===== config.mk =====
export PLATFORM = sky130hd
export DESIGN_NAME = alu_shift_sequencer
export DESIGN_NICKNAME = d
export VERILOG_FILES = /design/src/rtl/alu_shift_sequencer.sv
export SDC_FILE = /design/constraint.sdc
export NUM_CORES = 1
export LEC_CHECK = 0
export ABC_AREA = 1
export CAP_MARGIN = 20
export CORE_ASPECT_RATIO = 0.6
export CORE_MARGIN = 5
export CORE_UTILIZATION = 42
export DETAILED_ROUTE_END_ITERATION = 10
export PLACE_DENSITY = 0.85
export SYNTH_ARGS = -nofsm -noshare
export SYNTH_HDL_FRONTEND = slang
export SYNTH_SLANG_ARGS = --single-unit

===== constraint.sdc =====
create_clock -name clk -period 1.8 [get_ports clk]
set_input_delay 0.54 -clock clk [delete_from_list [all_inputs] [get_ports clk]]
set_output_delay 0.54 -clock clk [all_outputs]
set_load 0.01 [all_outputs]

===== src/rtl/alu_shift_sequencer.sv =====
// alu_shift_sequencer: multi-cycle shift-left controller wrapped around an
// external combinational ALU. A request (operand, count) is accepted on a
// valid/ready handshake, then the ALU is driven with the shift-left-by-one
// opcode once per clock, its Z output being fed back as the next A operand.
// The final value and a sticky signed-overflow flag are offered on a
// valid/ready output handshake. in_data/out_data are two's-complement values.
module alu_shift_sequencer #(
   parameter int          nIO    = 8,
   parameter int          CNT_W  = 4,
   parameter logic [2:0]  OP_SHL = 3'b100
) (
   input  logic             clk,
   input  logic             rst,
   input  logic             in_valid,
   output logic             in_ready,
   input  logic [nIO-1:0]   in_data,
   input  logic [CNT_W-1:0] in_count,
   output logic             out_valid,
   input  logic             out_ready,
   output logic [nIO-1:0]   out_data,
   output logic             out_ov,
   output logic [nIO-1:0]   alu_a,
   output logic [nIO-1:0]   alu_b,
   output logic [2:0]       alu_op,
   input  logic [nIO-1:0]   alu_z
);

   typedef enum logic [1:0] {
      IDLE = 2'd0,
      RUN  = 2'd1,
      DONE = 2'd2
   } state_t;

   state_t           state_q, state_d;
   logic [nIO-1:0]   acc_q, acc_d;
   logic [CNT_W-1:0] cnt_q, cnt_d;
   logic             ov_q, ov_d;

   // The ALU always performs shift-left-by-one on the accumulator; B is unused by that op.
   always_comb begin
      alu_a  = acc_q;
      alu_b  = '0;
      alu_op = OP_SHL;
   end

   // Handshake and result outputs; both handshakes are masked while reset is asserted.
   always_comb begin
      in_ready  = (state_q == IDLE) && !rst;
      out_valid = (state_q == DONE) && !rst;
      out_data  = acc_q;
      out_ov    = ov_q;
   end

   // Next-state logic: load on accept, one ALU step per RUN cycle, hold in DONE until taken.
   always_comb begin
      state_d = state_q;
      acc_d   = acc_q;
      cnt_d   = cnt_q;
      ov_d    = ov_q;
      case (state_q)
         IDLE: begin
            if (in_valid) begin
               acc_d   = in_data;
               cnt_d   = in_count;
               ov_d    = 1'b0;
               state_d = (in_count != '0) ? RUN : DONE;
            end
         end
         RUN: begin
            acc_d = alu_z;
            cnt_d = cnt_q - CNT_W'(1);
            // This step moves bit nIO-2 into the sign position; flag a sign change.
            ov_d  = ov_q | (acc_q[nIO-1] ^ acc_q[nIO-2]);
            if (cnt_q == CNT_W'(1)) begin
               state_d = DONE;
            end
         end
         DONE: begin
            // Returning to IDLE here means the earliest new accept is the next cycle.
            if (out_ready) begin
               state_d = IDLE;
            end
         end
         default: begin
            state_d = IDLE;
         end
      endcase
   end

   // State registers with synchronous reset; reset aborts any operation in flight.
   always_ff @(posedge clk) begin
      if (rst) begin
         state_q <= IDLE;
         acc_q   <= '0;
         cnt_q   <= '0;
         ov_q    <= 1'b0;
      end else begin
         state_q <= state_d;
         acc_q   <= acc_d;
         cnt_q   <= cnt_d;
         ov_q    <= ov_d;
      end
   end

endmodule


# Word-level counts from Yosys, hierarchy flattened
# Cells that the tools add are included.
[word_totals]
regBits = 15
input_bits = 24
out_inout_bits = 30
wordCells = 32
[op_classes]
n_addsub = 1
n_eq_ne = 6
n_mux = 11
bitwise_logic = 2
reduce_logical = 8
[op_table]
columns = ["cell", "count"]
rows = [
  ["$pmux W8 S2", 1],
  ["$mux W2", 4],
  ["$mux W8", 1],
  ["$pmux W4 S2", 1],
  ["$ne A2 B2 Y1 const B", 3],
  ["$pmux W2 S3", 1],
  ["$eq A4 B1 Y1 const B", 1],
  ["$mux W4", 1],
  ["$reduce_bool A4 Y1", 1],
  ["$sub A4 B1 Y4 const B", 1],
  ["$reduce_and A3 Y1", 1],
  ["$eq A2 B1 Y1 const B", 1],
  ["$eq A2 B2 Y1 const B", 1],
  ["$logic_and A1 B1 Y1", 2],
  ["$logic_not A2 Y1", 1],
  ["$pmux W1 S2", 1],
  ["$reduce_and A2 Y1", 1],
  ["$reduce_bool A2 Y1", 1],
  ["$logic_not A1 Y1", 1],
  ["$mux W1", 1],
  ["$or A1 B1 Y1", 1],
  ["$xor A1 B1 Y1", 1],
]

# Depth between registers and ports, before layout
[logic_depth]
depth_word = 4
ltp_mapped = 8
ltp_nobuf = 8

# Worst setup path before layout
# Ideal clock, no wire load.
[synth_timing]
path_type = "in2out"
start = "input rst"
end = "output in_ready"
arrival_ns = 0.913
t_required_ns = 1.260
setup_slack_ns = 0.347
path_stages = 2
path_buffers = 1
cell_sequence = "clkbuf_1 -> nor2_1"
[synth_between]
elab_chain_len = 2
[synth_rtl]
columns = ["element", "line", "rtl"]
rows = [
  ["start: declaration", "13", "input logic rst,"],
  ["$logic_not A1 Y1", "48", "in_ready = (state_q == IDLE) && !rst;"],
  ["$logic_and A1 B1 Y1", "48", ""],
  ["end: declaration", "15", "output logic in_ready,"],
]
# Every way passes these cells.

# Final worst setup path
[layout_timing]
start = "register acc_q[7] (netlist: alu_a[7])"
end = "output alu_a[7]"
[layout_lines]
columns = ["element", "line", "rtl"]
rows = [
  ["start: declaration", "35", "logic [nIO-1:0] acc_q, acc_d;"],
  ["start signal: assignment", "94", "acc_q <= '0;"],
  ["start signal: assignment", "99", "acc_q <= acc_d;"],
  ["end: declaration", "22", "output logic [nIO-1:0] alu_a,"],
]
# No word-level cell between the ends.

==> qor.txt <==
Hold buffer count at cts - 0
Crit path DAT - 1.22 ns
Grt ovf - 0
Crit start category - register
Nets - 218
Buf+Inv Stages, Crit Path - 1
DP Area - 1400 um2
Final HPWL DP - 2180 um
Row cnt - 13
Boundary Pins - 54
Post-synthesis cell type count - 23
Port Buffers - 42
Inserted Clock Buffers - 3
Avg Cell Area, Syn - 6.74 um2
Max Clock Skew - 0.000730 ns
Deepest clock path buffer count - 2
First-pass GRT wire length - 4180 um
P&R area growth vs syn - 40.2%
Filler cells - 204
DP Worst Slack - -0.467 ns
Cell family with most CP delay - buffers and inverters
Largest net degree at the start of global routing - 19
DRT iter0 DRCs - 59
Most common cell after layout, fill and taps aside - clkdlybuf4s50_1
Clk pin slew, worst setup/hold paths - 0.06 ns
Fmax achieved - 0.568 GHz
Pwr Density - 1560 nW/um2
Global placer's final weighted congestion - 0.839
Initial antenna violation count - 0
Post-route cell area - 1440 um2
H-Tree Depth - 1
Synth Instances - 152
Routed WL - 2750 um
Synth Warn # - 0
Max cap viols - 0
Vias per inst - 4.66
Initial cell density of the core - 0.457
DRC Markers - 0
Fin. Hold Viols - 0
Clk root buf - clkbuf_8
Status - finished, final reports clean
WP data required - 1.26 ns
P_leak - 0.649 nW
Die Wd - 73.8 um
Clk sinks - 15
Final Cycle Share - 0.978
Die H - 48.3 um
CTS tree - built
Peak supply drop - 0.976 mV
Antenna Violating Nets Remaining - 0
Share of layout cells above drive strength 1 - 0.141
Clk Latency, worst-skew pair - 0.25 ns
Flops & latches, synth - 15
Register area share after synthesis - 0.293
Number of iterations in the first detailed-routing pass - 4
Number of global-route vias before repair - 925
Total track usage - 0.155
Most frequent cells in the layout - clkdlybuf4s50_1 (39), nand2_1 (36), dfxtp_1 (15)
DR vias - 1,029
RSZ-0062 raised after global routing - no
CP Cell Sequence - clkdlybuf4s50_1
Worst min path class - register to register
Slowest-stage cell, CP - clkdlybuf4s50_1
Crit Path Category - register to primary output
Core area - 2240 um2
Final Max Slew Viols - 0
Final setup margin - 0.0400 ns
Die area - 3560 um2
CP max FO - 5
Routed len/inst - 12.5 um
CP Capture Type - primary output
Largest stage delay, worst path - 0.56 ns
Final min period - 1.76 ns
Final setup violation count - 0
Antenna fix cells - 0
Netlist area before placement - 1020 um2
==> synthesized netlist by cell type, drive strengths merged <==
master	count	area (um2)
xor2	1	8.76
dfxtp	15	300
o21ai	7	38.8
o21a	2	15.0
nand2	45	191
conb	2	7.51
inv	11	41.3
buf	22	176
ha	2	25.0
a21oi	14	73.8
nor2	15	63.8
clkbuf	1	3.75
nand3	12	60.1
nor3	1	5.00
nand3b	1	7.51
a31oi	1	6.26
==> path summary, 6_finish.rpt <==
check                           startpoint    endpoint  slack (ns)  depth (start not counted)
worst max register to register  state_q[0]  state_q[0]        0.42                          8
worst min-delay path              alu_a[3]    alu_a[3]        0.48                          2
worst max-delay path              alu_a[7]    alu_a[7]        0.04                          1
worst min register to register    alu_a[3]    alu_a[3]        0.48                          2
==> per-layer routing <==
metal	GRT usage	wire length, um	vias up
li1	-	-	528
met3	0.0576	243	0
met1	0.189	1190	461
met4	0.0217	0	0
met2	0.275	1320	40
met5	0	0	-
==> metrics by stage <==
| stage | hold slack [ns] | std cells | util | power, W | TNS [ns] |
|---|---|---|---|---|---|
| 4_1_cts | 0.478 | 221 | 0.640 | 0.00225 | 0 |
| 5_1_grt | 0.493 | 221 | 0.640 | 0.00243 | 0 |
| 3_5_place_dp | 0.468 | 217 | 0.624 | 0.00198 | -0.898 |
| 3_3_place_gp | 0.467 | 217 | 0.624 | 0.00192 | -0.819 |
| 2_1_floorplan | 0.470 | 161 | - | 0.00149 | 0 |
| 6_report | 0.477 | 221 | 0.640 | 0.00224 | 0 |
==> repair_timing <==
item	CTS	global route
endpoints found under the setup margin	2	0
resized for setup	9	0
endpoints found under the hold margin	0	0
buffers inserted	0	0
==> cell families (layout without fill, tap and decap cells) <==
group                    Yosys count  count (layout)  share of synthesized area
AND/OR/NAND/NOR                   74              74                      0.320
buffers and inverters             34              64                      0.216
AO/OA/AOI/OAI                     24              24                      0.131
adder cells (fa/ha/maj)            2               2                     0.0244
other                              2              11                    0.00733
XOR/XNOR                           1               1                    0.00855
flip-flops                        15              15                      0.293
==> final cells by class <==
class	count	area [um2]	area share
multi-input combinational	112	537	0.374
timing repair buffer	49	474	0.330
sequential	15	300	0.209
clock buffer	3	41.3	0.0287
inverter	11	41.3	0.0287
tap	30	37.5	0.0261
clock inverter	1	5.00	0.00348
==> sequential cells by signal, indices dropped and copies added, names as in the netlist <==
| register | count |
|---|---|
| cnt_q | 4 |
| state_q | 2 |
| out_ov | 1 |
| alu_a | 8 |
==> report_power, final <==
part | total [W] | internal [W] | switching [W]
logic | 0.00139 | 0.000653 | 0.000734
clock network | 0.000282 | 0.000154 | 0.000128
registers | 0.000568 | 0.000461 | 0.000107
(Power assumes the default switching activity.)
==> edit 1, RTL diff (same settings) <==
Encoding of `state_t`: now one-hot (3 bits for 3 states).
--- a/src/rtl/alu_shift_sequencer.sv
+++ b/src/rtl/alu_shift_sequencer.sv
@@ -27,6 +27,6 @@
 
-   typedef enum logic [1:0] {
-      IDLE = 2'd0,
-      RUN  = 2'd1,
-      DONE = 2'd2
+   typedef enum logic [2:0] {
+      IDLE = 3'b001,
+      RUN  = 3'b010,
+      DONE = 3'b100
    } state_t;
Check against the original RTL: same outputs for any inputs over 10 cycles, from zero or initial values and one cycle with rst high; not proved beyond that.
==> edit 1 against the original RTL <==
Synthesized area rose by 1.5%. Total power fell by 5.9%. Via count fell by 1.6%. Cell area rose by 0.61%. Setup slack improved by 39 ps. Routed wire length fell by 4.9%. Sequential cell count rose by 1. Largest cell class unchanged. Largest power group unchanged.
==> edit 1: results (changes against the original RTL) <==
* Outcome: finished, final reports clean
* Post-DP Area at 1410 sq um (+0.27%)
* DR vias/cell at 4.54 (-2.4%)
* Synth area leaders: dfxtp_1 (31%), buf_4 (15%), nand2_1 (12%)
* Pin count of the biggest net entering global routing at 18 (-1)
* Synth cell types at 26 (+13%)
* Met2 wire length at 1.20 mm (-9.2%)
* Placement Setup Slack at -546 ps (-78.4 ps)
* Maximum vdd drop at 0.851 mV (-13%)
* Met3 Usage GRT at 5.58% (-0.18 points)
* Filler instances at 247 (+21%)
* FF-to-FF Start: state_q[0]$_SDFFE_PP1P_
* Routing usage on met1 at 19.5% (+0.51 points)
* Starting DRT DRC Count at 46 (-22%)
* M1 WL at 1.16 mm (-2.3%)
* Total Routing Usage GR at 14.9% (-0.61 points)
* Drt first pass iters at 5 (+1)
* Tcrit/Tclk final at 95.6% (-2.2 points)
* Crit path capture: alu_a[5]
* Detail Placement HPWL at 2.08 mm (-4.6%)
* Grt met2 use at 24.0% (-3.5 points)
* # rows at 14 (+1)
* Leakage power at 0.000675 uW (+3.9%)
* Max Fanout on Critical Path at 3 (-2)
* Vias in the first global route at 915 (-1.1%)
* Via count at 1013 (-1.6%)
* Sequential power share at 30.2% (+4.8 points)
* Part of the Yosys area used for sequential elements at 30.8% (+1.5 points)
* R2R Path End: alu_a[7]$_SDFFE_PP0P_
* Synth Area in XOR/XNOR at 0% (-0.85 points)
edit 1: cell count changes after synthesis, moves of 3 or more:
cell	before	now
nor2_1	14	32
a21oi_1	13	2
o21ai_1	1	11
nand2_2	9	1
nand3_1	12	5
inv_1	9	6
nand2_1	36	33
nand3b_1	1	4
o21ai_0	5	2
edit 1: cells by family (layout without fill, tap and decap cells):
logic type / after synthesis / after routing
other: 2 / 11
AO/OA/AOI/OAI: 19 / 19
flip-flops: 16 / 16
buffers and inverters: 33 / 61
AND/OR/NAND/NOR: 82 / 82
adder cells (fa/ha/maj): 2 / 2
edit 1: layout make-up:
cell class	instances	share of cell area, %
timing repair buffer	48	31.6
multi-input combinational	114	37.9
sequential	16	22.3
clock buffer	3	2.86
inverter	10	2.60
tap	32	2.77
edit 1: worst min-delay path: stages (launching register included):
cell	delay (ps)
dfxtp_1	330
nand2_1	90
a21oi_2	50
==> edit 2, RTL diff (same settings) <==
Made on the original files. `CNT_W`: 4 -> 5.
--- a/src/rtl/alu_shift_sequencer.sv
+++ b/src/rtl/alu_shift_sequencer.sv
@@ -8,3 +8,3 @@
    parameter int          nIO    = 8,
-   parameter int          CNT_W  = 4,
+   parameter int          CNT_W  = 5,
    parameter logic [2:0]  OP_SHL = 3'b100
Ports: changed (resized in_count); port bits go from 54 to 55. The function was not compared with the original's and may differ.
==> edit 2 against the original RTL <==
Final cell count is 3.2% lower. Sequential cell count increased by 1. Largest cell class unchanged. Utilization rose by 0.56 points. Total power shrank 22%. Non-clock buffer count is 1 lower. Setup slack worse by 3.0 ps. Critical endpoint is now alu_a[6]. Routed wire length increased by 0.91%. Synthesized area down 0.49%. Cell area is 0.87% higher. First-iteration DRC count decreased by 3.4%.
==> edit 2: results (changes against the original RTL) <==
* Leakage power at 0.000669 uW (+3.0%)
* Hold WC Path Type: flip-flop to flip-flop
* Share of cells above drive strength 1 at 9.24% (-4.9 points)
* R2R depth at 6 (-2)
* Setup Skew at 1.21 ps (+0.477 ps)
* Pin count of the biggest net entering global routing at 18 (-1)
* Setup_tns at 0 ps (unchanged)
* Routed WL per cell at 13.0 microns (+4.2%)
* CTS clk-pin slew, worst paths at 70 ps
* CTS Buf Count at 3 (unchanged)
* Max Buffers Root-to-Sink at 2 (unchanged)
* Top post-synthesis cells by count: nand2_1 (35), buf_4 (20), dfxtp_1 (16), o21ai_0 (12), inv_1 (11)
* Filler instances at 195 (-4.4%)
* Maximum vdd drop at 0.543 mV (-44%)
* Worst skew pair latency at 250 ps (about the same)
* Largest delay share family, worst path: buffers and inverters
* First-pass GRT wire length at 4.20 mm (+0.33%)
* Worst EP arrival at 1220 ps (about the same)
* Outcome: finished, final reports clean
* Largest register FFs at 8 (unchanged)
* Detail Placement HPWL at 2.17 mm (-0.52%)
* Slowest stage delay, CP at 570 ps
* Max Fanout on Critical Path at 4 (-1)
* Diodes inserted at 0 (unchanged)
* Initial antenna violation count at 0 (unchanged)
* Hold WS at 506 ps (+28.3 ps)
* Total Routing Usage GR at 15.8% (+0.31 points)
* Share of synthesized registers carrying an async set or reset at 0% (unchanged)
* Setup Fix Bufs, Post-CTS at 0 (unchanged)
* R2R Path End: cnt_q[2]$_SDFFE_PP0P_
* Switching part of the total at 38.7% (-4.6 points)
* Starting DRT DRC Count at 57 (-3.4%)
* H-tree levels at 1 (unchanged)
* Vias in the first global route at 916 (-0.97%)
* FF-to-FF Start: state_q[0]$_SDFFE_PP0P_
* Clk root buf: clkbuf_8
* Part of the Yosys area used for sequential elements at 31.4% (+2.1 points)
* Synth Warn # at 0 (unchanged)
* Crit-path slowest cell: clkdlybuf4s50_1
* Hold Path Stages at 2 (unchanged)
* Placement Setup Slack at -531 ps (-63.1 ps)
* Worst Min Path Start: cnt_q[3]$_SDFFE_PP0P_
* Synth area leaders: dfxtp_1 (31%), buf_4 (15%), nand2_1 (13%)
* Via count at 1027 (-0.19%)
* WHS Endpoint: cnt_q[3]$_SDFFE_PP0P_
* Post-CTS Resized at 10 (+1)
* Drt first pass iters at 4 (unchanged)
* Tcrit/Tclk final at 97.9% (+0.17 points)
* IO buf count at 43 (+2.4%)
* Final #Nets at 212 (-2.8%)
* R2R Setup Slk at 410 ps
* RD Place Congestion at 0.763 (-9.1%)
* Synth cell types at 23 (unchanged)
## edit 2: cell count changes after synthesis, moves of 4 or more
cell	before	now
nand3_1	12	4
a31oi_1	1	8
nand2_2	9	2
o21ai_0	5	12
a21oi_1	13	9
nor2_1	14	10
## edit 2: worst max-delay path by stage
| stage | to | cells after the start | startpoint |
|---|---|---|---|
| 2_1_floorplan | out_valid | 1 | rst |
| 3_3_place_gp | out_valid | 3 | rst |
| 3_5_place_dp | in_ready | 3 | rst |
| 4_1_cts | alu_a[6] | 1 | alu_a[6]$_SDFFE_PP0P_ |
| 5_1_grt | out_data[6] | 1 | alu_a[6]$_SDFFE_PP0P_ |
| 6_report | alu_a[6] | 1 | alu_a[6]$_SDFFE_PP0P_ |
## edit 2: logic make-up (layout without fill, tap and decap cells)
| kind of cell | Yosys count | in the layout | share of synthesized area, % |
|---|---|---|---|
| other | 2 | 11 | 0.736 |
| AOI/OAI and AO/OA | 33 | 33 | 19.3 |
| DFF | 16 | 16 | 31.4 |
| adders and majority gates | 2 | 2 | 2.45 |
| xor gates and xnor gates | 1 | 1 | 0.859 |
| buffers and inverters | 35 | 64 | 21.7 |
| and+or+nand+nor | 57 | 57 | 23.6 |
## edit 2: layout make-up
type                       count  share of cell area, %
sequential                    16                   22.1
timing repair buffer          48                   32.7
tap                           30                   2.59
inverter                      12                   3.11
clock buffer                   4                   3.80
multi-input combinational    104                   35.7
## edit 2: power by group through the flow
stage          clock network (uW)  logic (uW)  registers, uW
2_1_floorplan                   0         556            552
3_3_place_gp                    0         859            528
3_5_place_dp                    0         878            536
4_1_cts                       333         881            532
5_1_grt                       340         963            545
6_report                      328         875            532
## edit 2: routing by layer
layer / global-route usage (%) / vias up / routed length (microns)
li1: - / 522 / -
met1: 20.3 / 450 / 1250
met2: 25.9 / 53 / 1250
met3: 6.17 / 2 / 268
met4: 3.25 / 0 / 8
met5: 0 / - / 0
## edit 2: per-stage QoR
step	area [sq um]	util [%]	total power, uW	std cells
after floorplan	1050	-	1110	155
after global placement	1400	62.2	1390	210
after detailed placement	1400	62.2	1410	210
after CTS	1440	64.3	1750	214
after global routing	1450	64.5	1850	214
final	1450	64.5	1740	214
